### config.mk
export PLATFORM = sky130hd
export DESIGN_NAME = lbuf_wr_addr
export DESIGN_NICKNAME = d
export VERILOG_FILES = /design/src/rtl/lbuf_wr_addr_pkg.sv /design/src/rtl/lbuf_addr_step.sv /design/src/rtl/lbuf_wr_addr.sv
export SDC_FILE = /design/constraint.sdc
export NUM_CORES = 1
export LEC_CHECK = 0
export ABC_AREA = 1
export ABC_CLOCK_PERIOD_IN_PS = 4400
export BUFFER_PORTS_ARGS = -buffer_cell sky130_fd_sc_hd__clkbuf_2
export CORE_UTILIZATION = 25
export CTS_CLUSTER_SIZE = 40
export DETAILED_ROUTE_END_ITERATION = 6
export GPL_ROUTABILITY_DRIVEN = 0
export PLACE_DENSITY = 0.42
export SLEW_MARGIN = 15
export SYNTH_ARGS = -nofsm -noshare
export SYNTH_HDL_FRONTEND = slang
export SYNTH_SLANG_ARGS = --single-unit
### constraint.sdc
create_clock -name sys_clk -period 4.4 [get_ports sys_clk]
set_input_delay 0.22 -clock sys_clk [delete_from_list [all_inputs] [get_ports sys_clk]]
set_output_delay 0.22 -clock sys_clk [all_outputs]
set_load 0.05 [all_outputs]
### src/rtl/lbuf_wr_addr_pkg.sv
// Shared constants for the line-buffer write-address sequencer.
// Latency: n/a (types and constants only).
// Backpressure: n/a.
package lbuf_wr_addr_pkg;

    // Sequencer state encoding
    typedef enum logic {
        ST_IDLE = 1'b0,
        ST_RUN  = 1'b1
    } lbuf_state_t;

    // Default block geometry
    localparam int          AW_DEF    = 9;
    localparam int          LEN_W_DEF = 10;
    localparam int          DW_DEF    = 16;
    localparam logic [8:0]  X_MAX_DEF = 9'd359;

    // TOM line-buffer sizing: physical depth and visible span
    localparam int          TOM_LBUF_DEPTH   = 512;
    localparam int          TOM_LBUF_VISIBLE = 360;

endpackage

### src/rtl/lbuf_addr_step.sv
// Combinational AW-bit +/-ci address step built from a half-adder carry chain.
// Latency: 0 cycles (pure combinational).
// Backpressure: none; the result is always valid for the current inputs.
module lbuf_addr_step
    import lbuf_wr_addr_pkg::*;
#(
    parameter int AW = AW_DEF
) (
    input  logic [AW-1:0] a,
    input  logic          refl,
    input  logic          ci,
    output logic [AW-1:0] q
);

    logic [AW-1:0] b;
    logic [AW-1:0] s;
    logic [AW-1:0] c;

    // Decrement is computed as ~(~a + ci), so one incrementer chain serves both directions
    assign b    = a ^ {AW{refl}};
    assign c[0] = ci;

    for (genvar i = 0; i < AW; i++) begin : g_ha
        assign s[i] = b[i] ^ c[i];
        if (i < AW - 1) begin : g_carry
            assign c[i+1] = b[i] & c[i];
        end
    end

    // Carry out of the top bit is dropped: arithmetic wraps modulo 2**AW
    assign q = s ^ {AW{refl}};

endmodule

### src/rtl/lbuf_wr_addr.sv
// Line-buffer write-address sequencer: one registered write per accepted pixel, address +/-1 with wrap.
// Latency: 1 cycle from pixel handshake to wr_en/wr_addr/wr_data; done pulses with the last write.
// Backpressure: pix_ready high throughout a run, low when idle; clipping (LBUF_CLIP_EN) suppresses writes beyond X_MAX.
module lbuf_wr_addr
    import lbuf_wr_addr_pkg::*;
#(
    parameter int            AW    = AW_DEF,
    parameter int            LEN_W = LEN_W_DEF,
    parameter int            DW    = DW_DEF,
    parameter logic [AW-1:0] X_MAX = X_MAX_DEF
) (
    input  logic             sys_clk,
    input  logic             resetl,
    input  logic             ld,
    input  logic [AW-1:0]    ld_x,
    input  logic [LEN_W-1:0] ld_n,
    input  logic             ld_refl,
    input  logic             pix_valid,
    input  logic [DW-1:0]    pix_data,
    output logic             pix_ready,
    output logic             wr_en,
    output logic [AW-1:0]    wr_addr,
    output logic [DW-1:0]    wr_data,
    output logic             busy,
    output logic             done
);

`ifdef LBUF_CLIP_EN
    localparam bit CLIP_EN = 1'b1;
`else
    localparam bit CLIP_EN = 1'b0;
`endif

    lbuf_state_t      state_q, state_d;
    logic [AW-1:0]    addr_q, addr_d;
    logic [LEN_W-1:0] rem_q, rem_d;
    logic             refl_q, refl_d;
    logic             done_d;
    logic             wr_en_d;
    logic             xfer;
    logic             clip;
    logic [AW-1:0]    addr_step;

    lbuf_addr_step #(
        .AW (AW)
    ) u_step (
        .a    (addr_q),
        .refl (refl_q),
        .ci   (1'b1),
        .q    (addr_step)
    );

    assign pix_ready = (state_q == ST_RUN);
    assign busy      = (state_q == ST_RUN);
    assign xfer      = pix_valid && pix_ready;
    assign clip      = CLIP_EN && (addr_q > X_MAX);

    // Next state: advance on transfer, then let a load (abort/reload) override
    always_comb begin
        state_d = state_q;
        addr_d  = addr_q;
        rem_d   = rem_q;
        refl_d  = refl_q;
        done_d  = 1'b0;
        wr_en_d = xfer && !clip;
        if (xfer) begin
            addr_d = addr_step;
            rem_d  = rem_q - LEN_W'(1);
        end
        if (ld) begin
            if (ld_n != '0) begin
                state_d = ST_RUN;
                addr_d  = ld_x;
                rem_d   = ld_n;
                refl_d  = ld_refl;
            end else begin
                state_d = ST_IDLE;
                rem_d   = '0;
                done_d  = 1'b1;
            end
        end else if (xfer && (rem_q == LEN_W'(1))) begin
            state_d = ST_IDLE;
            done_d  = 1'b1;
        end
    end

    // State register and run context
    always_ff @(posedge sys_clk or negedge resetl) begin
        if (!resetl) begin
            state_q <= ST_IDLE;
            addr_q  <= '0;
            rem_q   <= '0;
            refl_q  <= 1'b0;
        end else begin
            state_q <= state_d;
            addr_q  <= addr_d;
            rem_q   <= rem_d;
            refl_q  <= refl_d;
        end
    end

    // Write port and done registers; address/data hold between writes
    always_ff @(posedge sys_clk or negedge resetl) begin
        if (!resetl) begin
            wr_en   <= 1'b0;
            wr_addr <= '0;
            wr_data <= '0;
            done    <= 1'b0;
        end else begin
            wr_en <= wr_en_d;
            done  <= done_d;
            if (wr_en_d) begin
                wr_addr <= addr_q;
                wr_data <= pix_data;
            end
        end
    end

endmodule

# Word level (Yosys, flattened, before mapping)
# Cells that the tools add are included.
# W data, S select, Z words.
# classes
bitwise	18
n_eq_ne	1
n_mux	12
addsub	1
n_reduce_logical	6
# op_table
cell	n
$mux W10	3
$mux W9	3
$xor A9 B9 Y9	2
$eq A10 B1 Y1 const B	1
$reduce_bool A10 Y1	1
$sub A10 B1 Y10 const B	1
$xor A1 B1 Y1	8
$and A1 B1 Y1	7
$mux W1	6
$reduce_bool A2 Y1	2
$logic_and A1 B1 Y1	2
$reduce_and A2 Y1	1
$not A1 Y1	1
# totals
reg_bits	48
word_cells	46
out_inout_bits	29

# Longest topological paths before layout
# Gate-level depths: netlist of run 1.
# logic_depth
ltp_word	13
ltp_mapped	14

# Hierarchy
# A second synthesis of run 1 with hierarchy kept.
# unflattened
hier_cells	383
area_unflattened_um2	2808.9
# modules_own_cells
module	area_per_inst_um2	seq_area_each_um2	cells_per_inst	instances
lbuf_wr_addr	2394.8	1201.2	302	1
lbuf_addr_step	414.1	0.0	81	1

# Worst setup path after synthesis of run 1
# Ideal clock, no wire load.
# synth_path
path_kind	reg2reg
startpoint	reg refl_q
endpoint	reg addr_q[7]
required_ps	4283
n_path_buf	1
period_less_slack_ps	2456
setup_time_ps	117
path_slack_ps	1944
arrival_time_ps	2339
path_stages_with_launch	14
cell_sequence	dfrtp_1 > buf_4 > xor2_1 > ha_1 > ha_1 > ha_1 > ha_1 > ha_1 > ha_1 > ha_1 > a21oi_1 > o21ai_0 > nand3_1 > nand2_1
# synth_between
elab_chain_len	12
# synth_rtl
item	line	text
start: declaration	lbuf_wr_addr.sv:37	logic refl_q, refl_d;
start signal: assignment	lbuf_wr_addr.sv:98	refl_q <= refl_d;
$xor A9 B9 Y9	lbuf_addr_step.sv:20	assign b = a ^ {AW{refl}};
$and A1 B1 Y1 (6 in series)	lbuf_addr_step.sv:26	assign c[i+1] = b[i] & c[i];
$xor A1 B1 Y1	lbuf_addr_step.sv:24	assign s[i] = b[i] ^ c[i];
$xor A9 B9 Y9 *	lbuf_addr_step.sv:31	assign q = s ^ {AW{refl}};
$mux W9 *	lbuf_wr_addr.sv:66	if (xfer) begin
$mux W9	lbuf_wr_addr.sv:71	if (ld_n != '0) begin
$mux W9 *	lbuf_wr_addr.sv:70	if (ld) begin
via addr_d[7]	lbuf_wr_addr.sv:35	logic [AW-1:0] addr_q, addr_d;
end signal: assignment	lbuf_wr_addr.sv:96	addr_q <= addr_d;
end: declaration	lbuf_wr_addr.sv:35	
# The timed path passes the listed nets; every way through them passes the cells marked *.
# A chain may end at the register's enable or synchronous reset.

# Worst setup path in the final report of run 1
# Ends and elaborated chain as after synthesis.

==> summary.txt, run 1 <==
Outcome
  • Status: complete, no violations

Global route
  • Grt met1 use: 0.176
  • Vias in the first global route: 1994
  • Largest net degree at the start of global routing: 49
  • Overall routing resource usage: 0.120
  • Wire length of the first global-routing pass: 9780 um
  • Met3 Resource Use GR: 0.0244
  • Remaining global-route overflow: 0
  • GRT Max-Usage Layer: met2
  • Initial antenna violation count: 0
  • GR Util met2: 0.177

Worst hold path
  • Class of the worst hold path: in2async

Clock tree
  • Cts repair resizes: 0
  • CTS Buffer Depth: 2
  • Hold buffers post-CTS: 0
  • # clock sinks: 48
  • CTS root buf: clkbuf_8
  • Inserted Clock Buffers: 5
  • TritonCTS clock tree: done
  • H-tree Lvls: 2
  • Clk Latency, worst-skew pair: 0.30 ns
  • Postcts setup bufs: 0
  • CTS clk-pin slew, worst paths: 0.09 ns

Detailed routing
  • Vias: 2250
  • DRT antenna net count: 0
  • Routed len/inst: 11.7 um
  • DRT iter0 DRCs: 88
  • Drt total wl: 6140 um
  • DRT Pass-1 Iters: 5
  • Residual DRC: 0
  • Vias per cell: 4.28

Placement
  • DP HPWL: 4260 um
  • Post-place setup slack: 1.71 ns
  • # port buffers: 68
  • Area after DPL: 2970 um^2
  • DP Cell Count: 518

Timing
  • Final hold vios: 0
  • TNS Setup: 0 ns
  • Post-Route Skew: 0.00523 ns
  • Tmin final: 2.69 ns
  • Hold WS: 0.0145 ns
  • Slew @ Worst Pin: 0.639 ns
  • Endpoints failing setup: 0
  • RSZ-0062 raised after global routing: no
  • Final period utilization: 0.612
  • Rel. slew slack: 0.574
  • Fin. max-slew vios: 0
  • Final Worst Setup Slack: 1.71 ns
  • Highest Clock Rate: 371 MHz

Yosys
  • Mapped Cells: 331
  • Top-area cell type share of the netlist area: 0.472
  • Synth unique cells: 23
  • Top cells by area, synth: dfrtp_1, nand2_1, nand3_1
  • Sequential fraction of the synthesis area: 0.472
  • Syn Area/Cell: 7.70 um^2
  • Post-synth top area cell: dfrtp_1
  • Syn_nets: 380
  • Warning count from the yosys run: 0
  • Synth Cell Area: 2550 um^2
  • Yosys reg bits: 48

Setup path
  • CP Cell Sequence: xor2_1 > ha_1 > ha_1 > ha_1 > ha_1 > ha_1 > ha_1 > ha_1 > a21oi_1 > o21ai_0 > nand3_1 > nand2_1
  • R2R depth: 12
  • Critical path fanouts, max: 11
  • Reg-to-reg slack, setup: 1.71 ns
  • Critical path launch point type: flop
  • Worst setup path category: reg2reg
  • Slowest CP cell: dfrtp_1
  • CP dominant cell by count: ha_1
  • Top delay family on crit path: adder cells
  • Setup crit start: refl_q
  • WP buf/inv: 0
  • Worst r2r dst: addr_q[7]
  • Req. time, crit path: 4.60 ns
  • Reg2reg start: refl_q
  • Worst Path Arrival: 2.89 ns
  • Max incr delay on CP: 0.57 ns
  • Worst setup EP type: flop

Cells and area
  • Commonest non-fill, non-tap cell in the layout: nand2_1
  • Fin area: 3070 um^2
  • Most frequent cells in the layout: nand2_1, clkbuf_2, dfrtp_1, nand3_1, inv_1
  • Nets: 441
  • Final Non-Filler Cells: 526
  • FF/Latch Area: 1200 um^2
  • ANT cells: 0
  • Share of layout cells above drive strength 1: 0.226
  • Area of the multi-input gates: 1150 um^2
  • Fin util: 0.312
  • Layout overhead on the synthesized area: 20.4%
  • Fillers: 1126

Floorplan
  • Effective utilization at floorplan: 0.259
  • I/O pin total: 69
  • Num rows: 36
  • Die area: 10600 um^2
  • Core area: 9820 um^2
  • Die X-Extent: 103 um
  • Die height: 103 um

Power
  • Peak VDD IR: 134 uV
  • LEAKAGE: 1.70 nW
  • Pwr Total: 1.23 mW
  • Power Dens Cells: 401 nW/um^2

Flow run
  • # Max-Cap Violations: 0
-- cells in the mapped netlist --
cell type,instances
nand2_1,137
dfrtp_1,48
nand3_1,28
inv_1,23
o21ai_0,19
nor2_1,16
ha_1,9
xor2_1,9
a21oi_1,8
buf_2,6
buf_4,4
clkbuf_1,4
inv_2,3
nand4_1,3
nor2_2,3
buf_6,2
nand2_2,2
xnor2_1,2
nand3_2,1
nor2_4,1
nor3_1,1
o211ai_1,1
o21ai_2,1
-- worst max path at each step --
| stage | slack, ns | cells after the start | endpoint |
|---|---|---|---|
| after floorplan | 1.94 | 13 | addr_q[7] |
| after global placement | 1.76 | 12 | addr_q[7] |
| after detailed placement | 1.71 | 12 | addr_q[7] |
| after CTS | 1.69 | 12 | addr_q[7] |
| after global routing | 1.51 | 12 | addr_q[7] |
| final | 1.71 | 12 | addr_q[7] |
-- registers in the layout, indices dropped and copies added, names as in the netlist --
| name | cells |
|---|---|
| done | 1 |
| busy | 1 |
| wr_en | 1 |
| addr_q | 9 |
| wr_addr | 9 |
| refl_q | 1 |
| wr_data | 16 |
| rem_q | 10 |
-- layout make-up --
class	count	share of cell area
sequential	48	0.392
timing repair buffer	70	0.116
clock inverter	2	0.00449
inverter	26	0.0318
tap	133	0.0542
clock buffer	6	0.0269
multi-input combinational	241	0.375
-- power by group --
group	switching [mW]	internal, mW	total, mW	leakage [nW]
sequential	0.0448	0.502	0.547	0.587
clock	0.154	0.129	0.283	0.0516
combinational	0.287	0.114	0.401	1.07
-- worst register-to-register path, stage by stage (launching register included) --
cell and delay, ns:
dfrtp_1 0.57, xor2_1 0.24, ha_1 0.23, ha_1 0.18, ha_1 0.18, ha_1 0.18, ha_1 0.18, ha_1 0.18
ha_1 0.28, a21oi_1 0.13, o21ai_0 0.10, nand3_1 0.10, nand2_1 0.05
-- routing by layer --
| metal | vias up | share of wire |
|---|---|---|
| met5 | - | 0 |
| met4 | 0 | 0.0055 |
| met3 | 4 | 0.055 |
| met2 | 74 | 0.39 |
| met1 | 1017 | 0.54 |
| li1 | 1155 | - |
-- cell families after synthesis --
logic type               Yosys count  synth area share
AND/OR/NAND/NOR                  192             0.310
flip-flops                        48             0.472
buffers and inverters             42            0.0766
AO/OA/AOI/OAI                     29            0.0594
XOR/XNOR                          11            0.0378
adder cells (fa/ha/maj)            9            0.0442
Power figures use the tool's default switching activity.
==> inputs of run 2 (changes only) <==
--- a/config.mk
+++ b/config.mk
@@ -5,8 +5,8 @@
 export SDC_FILE = /design/constraint.sdc
 export NUM_CORES = 1
 export LEC_CHECK = 0
-export ABC_AREA = 1
-export ABC_CLOCK_PERIOD_IN_PS = 4400
+export ABC_AREA = 0
+export ABC_CLOCK_PERIOD_IN_PS = 2800
 export BUFFER_PORTS_ARGS = -buffer_cell sky130_fd_sc_hd__clkbuf_2
 export CORE_UTILIZATION = 25
 export CTS_CLUSTER_SIZE = 40
==> constraint.sdc (replaced) <==
create_clock -name sys_clk -period 2.8 [get_ports sys_clk]
set_input_delay 0.14 -clock sys_clk [delete_from_list [all_inputs] [get_ports sys_clk]]
set_output_delay 0.14 -clock sys_clk [all_outputs]
set_load 0.05 [all_outputs]
==> run 2 against run 1 <==
Sequential power increased by 59%. Core utilization grew 1.6 points. Clock skew is 0.0040 ns higher. Die area decreased by 5.4%. Hold slack got worse by 0.0059 ns. Critical endpoint unchanged. Wire length down 5.5%. Largest cell class unchanged. Non-clock buffer count is 7 higher. Setup slack worse by 1.5 ns.
==> summary.txt, run 2 <==
Yosys
  • Top cells by area, synth: dfrtp_1, nand2_1, ha_1
  • Simple-gate portion of the synthesized area: 0.214
  • Synth Area in Compound Gates: 0.0910
  • Main synth FF type: dfrtp_1
  • Count leader, synth: nand2_1
  • Yosys reg bits: 48
  • Top-area cell type share of the netlist area: 0.499
  • Synth Cell Area: 2410 um^2
  • Ys async rst share: 1.00
  • Mapped Cells: 253
  • Syn Area/Cell: 9.51 um^2
  • Post-synthesis adder-cell area fraction: 0.0468
  • Post-synth top area cell: dfrtp_1
  • Syn_nets: 302
  • Warning count from the yosys run: 0
  • Synth top cells by count: nand2_1, dfrtp_1, a21oi_1
  • Xor/xnor share of the synthesized area: 0.0655
  • Mux cell area share after synthesis: 0.0468
  • Synth unique cells: 36
  • Largest family of logic cells by synthesized area: simple AND/OR/NAND/NOR gates
  • Sequential fraction of the synthesis area: 0.499
  • Post-synth EDFFs: 0

Detailed routing
  • Met1 WL: 2810 um
  • Vias: 1986
  • Residual DRC: 0
  • DRT antenna net count: 0
  • Met2 wire length: 2580 um
  • Highest Signal Layer: met4
  • DRT iter0 DRCs: 74
  • Met3 wire length: 314 um
  • Vias per cell: 4.39
  • Routed len/inst: 12.8 um
  • Drt total wl: 5800 um
  • DRT Pass-1 Iters: 4

Flow run
  • # Max-Cap Violations: 0

Cells and area
  • Max reg flops: 16
  • Area of the multi-input gates: 1120 um^2
  • Largest Register: wr_data
  • Fin area: 3050 um^2
  • Most frequent cells in the layout: nand2_1, clkbuf_2, dfrtp_1, a21oi_1
  • FF/Latch Area: 1200 um^2
  • Fillers: 1003
  • Commonest non-fill, non-tap cell in the layout: nand2_1
  • Layout overhead on the synthesized area: 26.6%
  • Top flop regs: wr_data: 16 flops, rem_q: 10 flops
  • Share of layout cells above drive strength 1: 0.310
  • Final Non-Filler Cells: 452
  • ANT cells: 0
  • Nets: 371

Clock tree
  • Inserted Clock Buffers: 5
  • H-tree Lvls: 2
  • Clk Latency, worst-skew pair: 0.31 ns
  • CTS root buf: clkbuf_8
  • Postcts setup bufs: 0
  • CTS Buffer Depth: 2
  • TritonCTS clock tree: done
  • CTS clk-pin slew, worst paths: 0.10 ns
  • # clock sinks: 48

Timing
  • Slew @ Worst Pin: 0.669 ns
  • Tmin final: 2.63 ns
  • TNS Setup: 0 ns
  • Highest Clock Rate: 380 MHz
  • Post-Route Skew: 0.00920 ns
  • Final Worst Setup Slack: 0.169 ns
  • Rel. slew slack: 0.554
  • Hold WS: 0.00865 ns
  • Final hold vios: 0
  • RSZ-0062 raised after global routing: no
  • Fin. max-slew vios: 0
  • Final period utilization: 0.940
  • Endpoints failing setup: 0

Placement
  • Post-place setup slack: 0.164 ns
  • # port buffers: 68
  • DP Cell Count: 440
  • Area after DPL: 2870 um^2
  • DP HPWL: 3920 um

Floorplan
  • Core area: 9280 um^2
  • Num rows: 35
  • I/O pin total: 69
  • Effective utilization at floorplan: 0.259
  • Die X-Extent: 100 um
  • Die area: 10000 um^2
  • Die height: 100 um

Setup path
  • Req. time, crit path: 3.00 ns
  • R2R depth: 11
  • Worst r2r dst: addr_q[7]
  • Worst setup EP type: flop
  • Worst setup path category: reg2reg
  • Critical Path Sink: addr_q[7]
  • Reg-to-reg slack, setup: 0.17 ns
  • Reg2reg start: refl_q
  • Setup crit start: refl_q
  • Worst Path Arrival: 2.83 ns
  • Critical path fanouts, max: 12
  • Critical path launch point type: flop

Outcome
  • Status: complete, no violations

Global route
  • Overall routing resource usage: 0.124
  • Vias in the first global route: 1912
  • Wire length of the first global-routing pass: 9590 um
  • Initial antenna violation count: 0
  • Largest net degree at the start of global routing: 39
  • Remaining global-route overflow: 0

Power
  • Power Dens Cells: 672 nW/um^2
  • LEAKAGE: 1.50 nW
  • Peak VDD IR: 224 uV

Worst hold path
  • Min-delay src: pix_data[14]
  • Class of the worst hold path: in2reg
## run 2: cell count changes in the layout (fill, tap and decap cells not counted), sizes merged, moves of 8 or more
cell and change:
nand2 -58, o21ai -14, nand3 -25, xnor2 +8
mux2 +10, nor2 -11, inv -24
## run 2: worst min path at each step
stage | endpoint | depth (start not counted) | slack [ns]
finish | wr_data[14] | 3 | 0.009
global route | wr_data[14] | 3 | 0.009
floorplan | addr_q[0] | 0 | -0.16
CTS | wr_data[8] | 3 | 0.002
detailed placement | wr_data[10] | 3 | 0.34
global placement | wr_data[2] | 3 | 0.33
## run 2: layout make-up
class	instances	area share
multi-input cells	186	0.366
clock inverters	3	0.0156
repair buffers	77	0.143
clock buffers	5	0.0226
inverters	4	0.00493
flip-flops and latches	48	0.395
well taps	129	0.0530
## run 2: cells by family (layout without fill, tap and decap cells)
| kind of cell | after synthesis | after routing |
|---|---|---|
| adder cells (fa/ha/maj) | 9 | 9 |
| buffers and inverters | 19 | 89 |
| XOR/XNOR | 18 | 18 |
| multiplexers | 10 | 10 |
| AND/OR/NAND/NOR | 115 | 115 |
| flip-flops | 48 | 48 |
| AO/OA/AOI/OAI | 34 | 34 |
## run 2: what timing repair did
| item | 4_1_cts | 5_1_grt |
|---|---|---|
| endpoints found under the setup margin | 0 | 1 |
| resized for setup | 0 | 1 |
| hold buffers | 2 | 1 |
| endpoints found under the hold margin | 2 | 19 |
## run 2: metal layers
| layer | up-vias | track usage |
|---|---|---|
| li1 | 982 | - |
| met1 | 938 | 0.166 |
| met4 | 0 | 0.0424 |
| met5 | - | 0 |
| met2 | 59 | 0.195 |
| met3 | 7 | 0.0306 |
## run 2: stage by stage
| step | power (mW) | util |
|---|---|---|
| 2_1_floorplan | 1.36 | - |
| 5_1_grt | 2.17 | 0.328 |
| 4_1_cts | 2.07 | 0.324 |
| 6_report | 2.05 | 0.328 |
| 3_3_place_gp | 1.52 | 0.309 |
| 3_5_place_dp | 1.53 | 0.309 |
## run 2: power by group
group          internal [mW]  switching, mW  total (mW)
clock                  0.270          0.263       0.533
combinational          0.223          0.424       0.647
sequential             0.791         0.0772       0.868
## run 2: worst max-delay path: stages, from the launching register on
cell and delay [ns]:
dfrtp_2 0.46, buf_4 0.21, xor2_1 0.17, ha_1 0.20, ha_1 0.18, ha_1 0.18, ha_1 0.18, ha_1 0.18
ha_1 0.28, xnor2_1 0.13, a21oi_1 0.08, mux2_2 0.27
==> inputs of run 3 (changes only) <==
--- a/config.mk
+++ b/config.mk
@@ -6,8 +6,8 @@
 export NUM_CORES = 1
 export LEC_CHECK = 0
 export ABC_AREA = 0
-export ABC_CLOCK_PERIOD_IN_PS = 2800
 export BUFFER_PORTS_ARGS = -buffer_cell sky130_fd_sc_hd__clkbuf_2
+export CORE_MARGIN = 5
 export CORE_UTILIZATION = 25
 export CTS_CLUSTER_SIZE = 40
 export DETAILED_ROUTE_END_ITERATION = 6
==> run 3 against run 2 <==
Maximum frequency fell by 0.61%. Combinational power fell by 0.8%. Non-clock buffer count decreased by 1.
==> summary.txt, run 3 (synthesized netlist as in run 2, its figures left out) <==
Setup path
  • Slowest CP cell: dfrtp_1
  • CP Cell Sequence: xor2_1 > ha_1 > ha_1 > ha_1 > ha_1 > ha_1 > ha_1 > ha_1 > xnor2_1 > a21oi_1 > mux2_2
  • Worst setup EP type: flop
  • Critical path fanouts, max: 6
  • Reg2reg start: refl_q
  • Critical path launch point type: flop
  • Req. time, crit path: 2.99 ns
  • Reg-to-reg slack, setup: 0.15 ns
  • Worst setup path category: reg2reg
  • Worst r2r dst: addr_q[7]
  • Worst Path Arrival: 2.83 ns
  • Max incr delay on CP: 0.48 ns
  • CP dominant cell by count: ha_1
  • R2R depth: 11

Timing
  • Highest Clock Rate: 378 MHz
  • Fin. max-slew vios: 0
  • Final hold vios: 0
  • RSZ-0062 raised after global routing: no
  • Rel. slew slack: 0.434
  • Hold WS: 0.0112 ns
  • Final period utilization: 0.945
  • Post-Route Skew: 0.0140 ns
  • Slew @ Worst Pin: 0.849 ns
  • Tmin final: 2.65 ns
  • Endpoints failing setup: 0
  • TNS Setup: 0 ns

Cells and area
  • Most frequent cells in the layout: nand2_1, clkbuf_2, dfrtp_1, a21oi_1
  • Fin util: 0.324
  • Layout overhead on the synthesized area: 25.6%
  • Max reg flops: 16
  • ANT cells: 0
  • Commonest non-fill, non-tap cell in the layout: nand2_1
  • Final Non-Filler Cells: 451
  • Nets: 370
  • Largest Register: wr_data
  • Share of layout cells above drive strength 1: 0.304
  • Top flop regs: wr_data: 16 flops, rem_q: 10 flops

Global route
  • Initial antenna violation count: 0
  • Remaining global-route overflow: 0
  • Vias in the first global route: 1992
  • Overall routing resource usage: 0.109
  • Largest net degree at the start of global routing: 32
  • Wire length of the first global-routing pass: 9950 um

Detailed routing
  • DRT iter0 DRCs: 49
  • Vias: 1945
  • DRT Pass-1 Iters: 4
  • Drt total wl: 5980 um
  • Residual DRC: 0
  • DRT antenna net count: 0
  • Vias per cell: 4.31
  • Routed len/inst: 13.3 um

Power
  • Power Dens Cells: 678 nW/um^2
  • Sequential share of power: 0.424
  • P_sw: 747 uW
  • Clock power frac: 0.263
  • Pwr Total: 2.05 mW
  • Combinational group share of total power: 0.313
  • LEAKAGE: 1.49 nW
  • Peak VDD IR: 236 uV
  • Switching Share: 0.364
  • P_int: 1.30 mW

Clock tree
  • Postcts setup bufs: 0
  • Cts repair resizes: 0
  • Inserted Clock Buffers: 5
  • CTS root buf: clkbuf_8
  • # clock sinks: 48
  • H-tree Lvls: 2
  • CTS clk-pin slew, worst paths: 0.10 ns
  • Hold buffers post-CTS: 2
  • Clk Latency, worst-skew pair: 0.31 ns
  • CTS Buffer Depth: 2
  • TritonCTS clock tree: done

Outcome
  • Status: complete, no violations

Worst hold path
  • Worst Hold Endpoint: wr_data[7]
  • Worst Hold Depth: 3
  • Class of the worst hold path: in2reg
  • Min-delay src: pix_data[7]

Floorplan
  • Die X-Extent: 108 um
  • Num rows: 35
  • Die height: 108 um
  • Effective utilization at floorplan: 0.258
  • I/O pin total: 69
  • Core area: 9330 um^2
  • Die area: 11700 um^2

Placement
  • DP HPWL: 4240 um
  • # port buffers: 68
  • DP Cell Count: 440

Flow run
  • # Max-Cap Violations: 0
==> run 3: cell type report <==
class | count | area, um^2
inverters | 4 | 15.0
fillers | 998 | 6300
flip-flops and latches | 48 | 1200
multi-input cells | 186 | 1120
clock buffers | 6 | 82.6
well taps | 129 | 161
repair buffers | 76 | 408
clock inverters | 2 | 38.8
==> run 3: metal layers <==
layer / part of all wire / global-route usage / routed length [um]
met1: 0.49 / 0.146 / 2950
met5: 0 / 0 / 0
met2: 0.44 / 0.170 / 2620
met3: 0.054 / 0.0310 / 322
met4: 0.014 / 0.0352 / 83
==> run 3: critical path: cells and delay by family (launching register included) <==
family          cells  cell delay (ns)
compound gates      1             0.08
xor+xnor            2             0.33
flops               1             0.48
mux                 1             0.27
fa+ha+maj           7             1.38
==> run 3: worst max path at each step <==
stage                       from   endpoint  slack [ns]  cells past startpoint
after floorplan           refl_q  addr_q[7]        0.03                     13
after global placement    refl_q  addr_q[7]        0.19                     11
after detailed placement  refl_q  addr_q[7]        0.16                     11
after CTS                 refl_q  addr_q[7]        0.12                     11
after global routing      refl_q  addr_q[7]        0.04                     11
final                     refl_q  addr_q[7]        0.15                     11
==> run 3: power by group through the flow <==
stage | clock network [mW] | registers [mW] | logic [mW]
floorplan | 0 | 1.07 | 0.288
global placement | 0 | 0.882 | 0.649
detailed placement | 0 | 0.882 | 0.652
CTS | 0.567 | 0.871 | 0.654
global route | 0.598 | 0.887 | 0.708
finish | 0.539 | 0.869 | 0.642
==> run 3: metrics by stage <==
stage | worst slack [ns] | area, um^2
global placement | 0.192 | 2870
CTS | 0.120 | 3010
global route | 0.0362 | 3020
finish | 0.153 | 3020
detailed placement | 0.161 | 2870
floorplan | 0.0261 | 2410
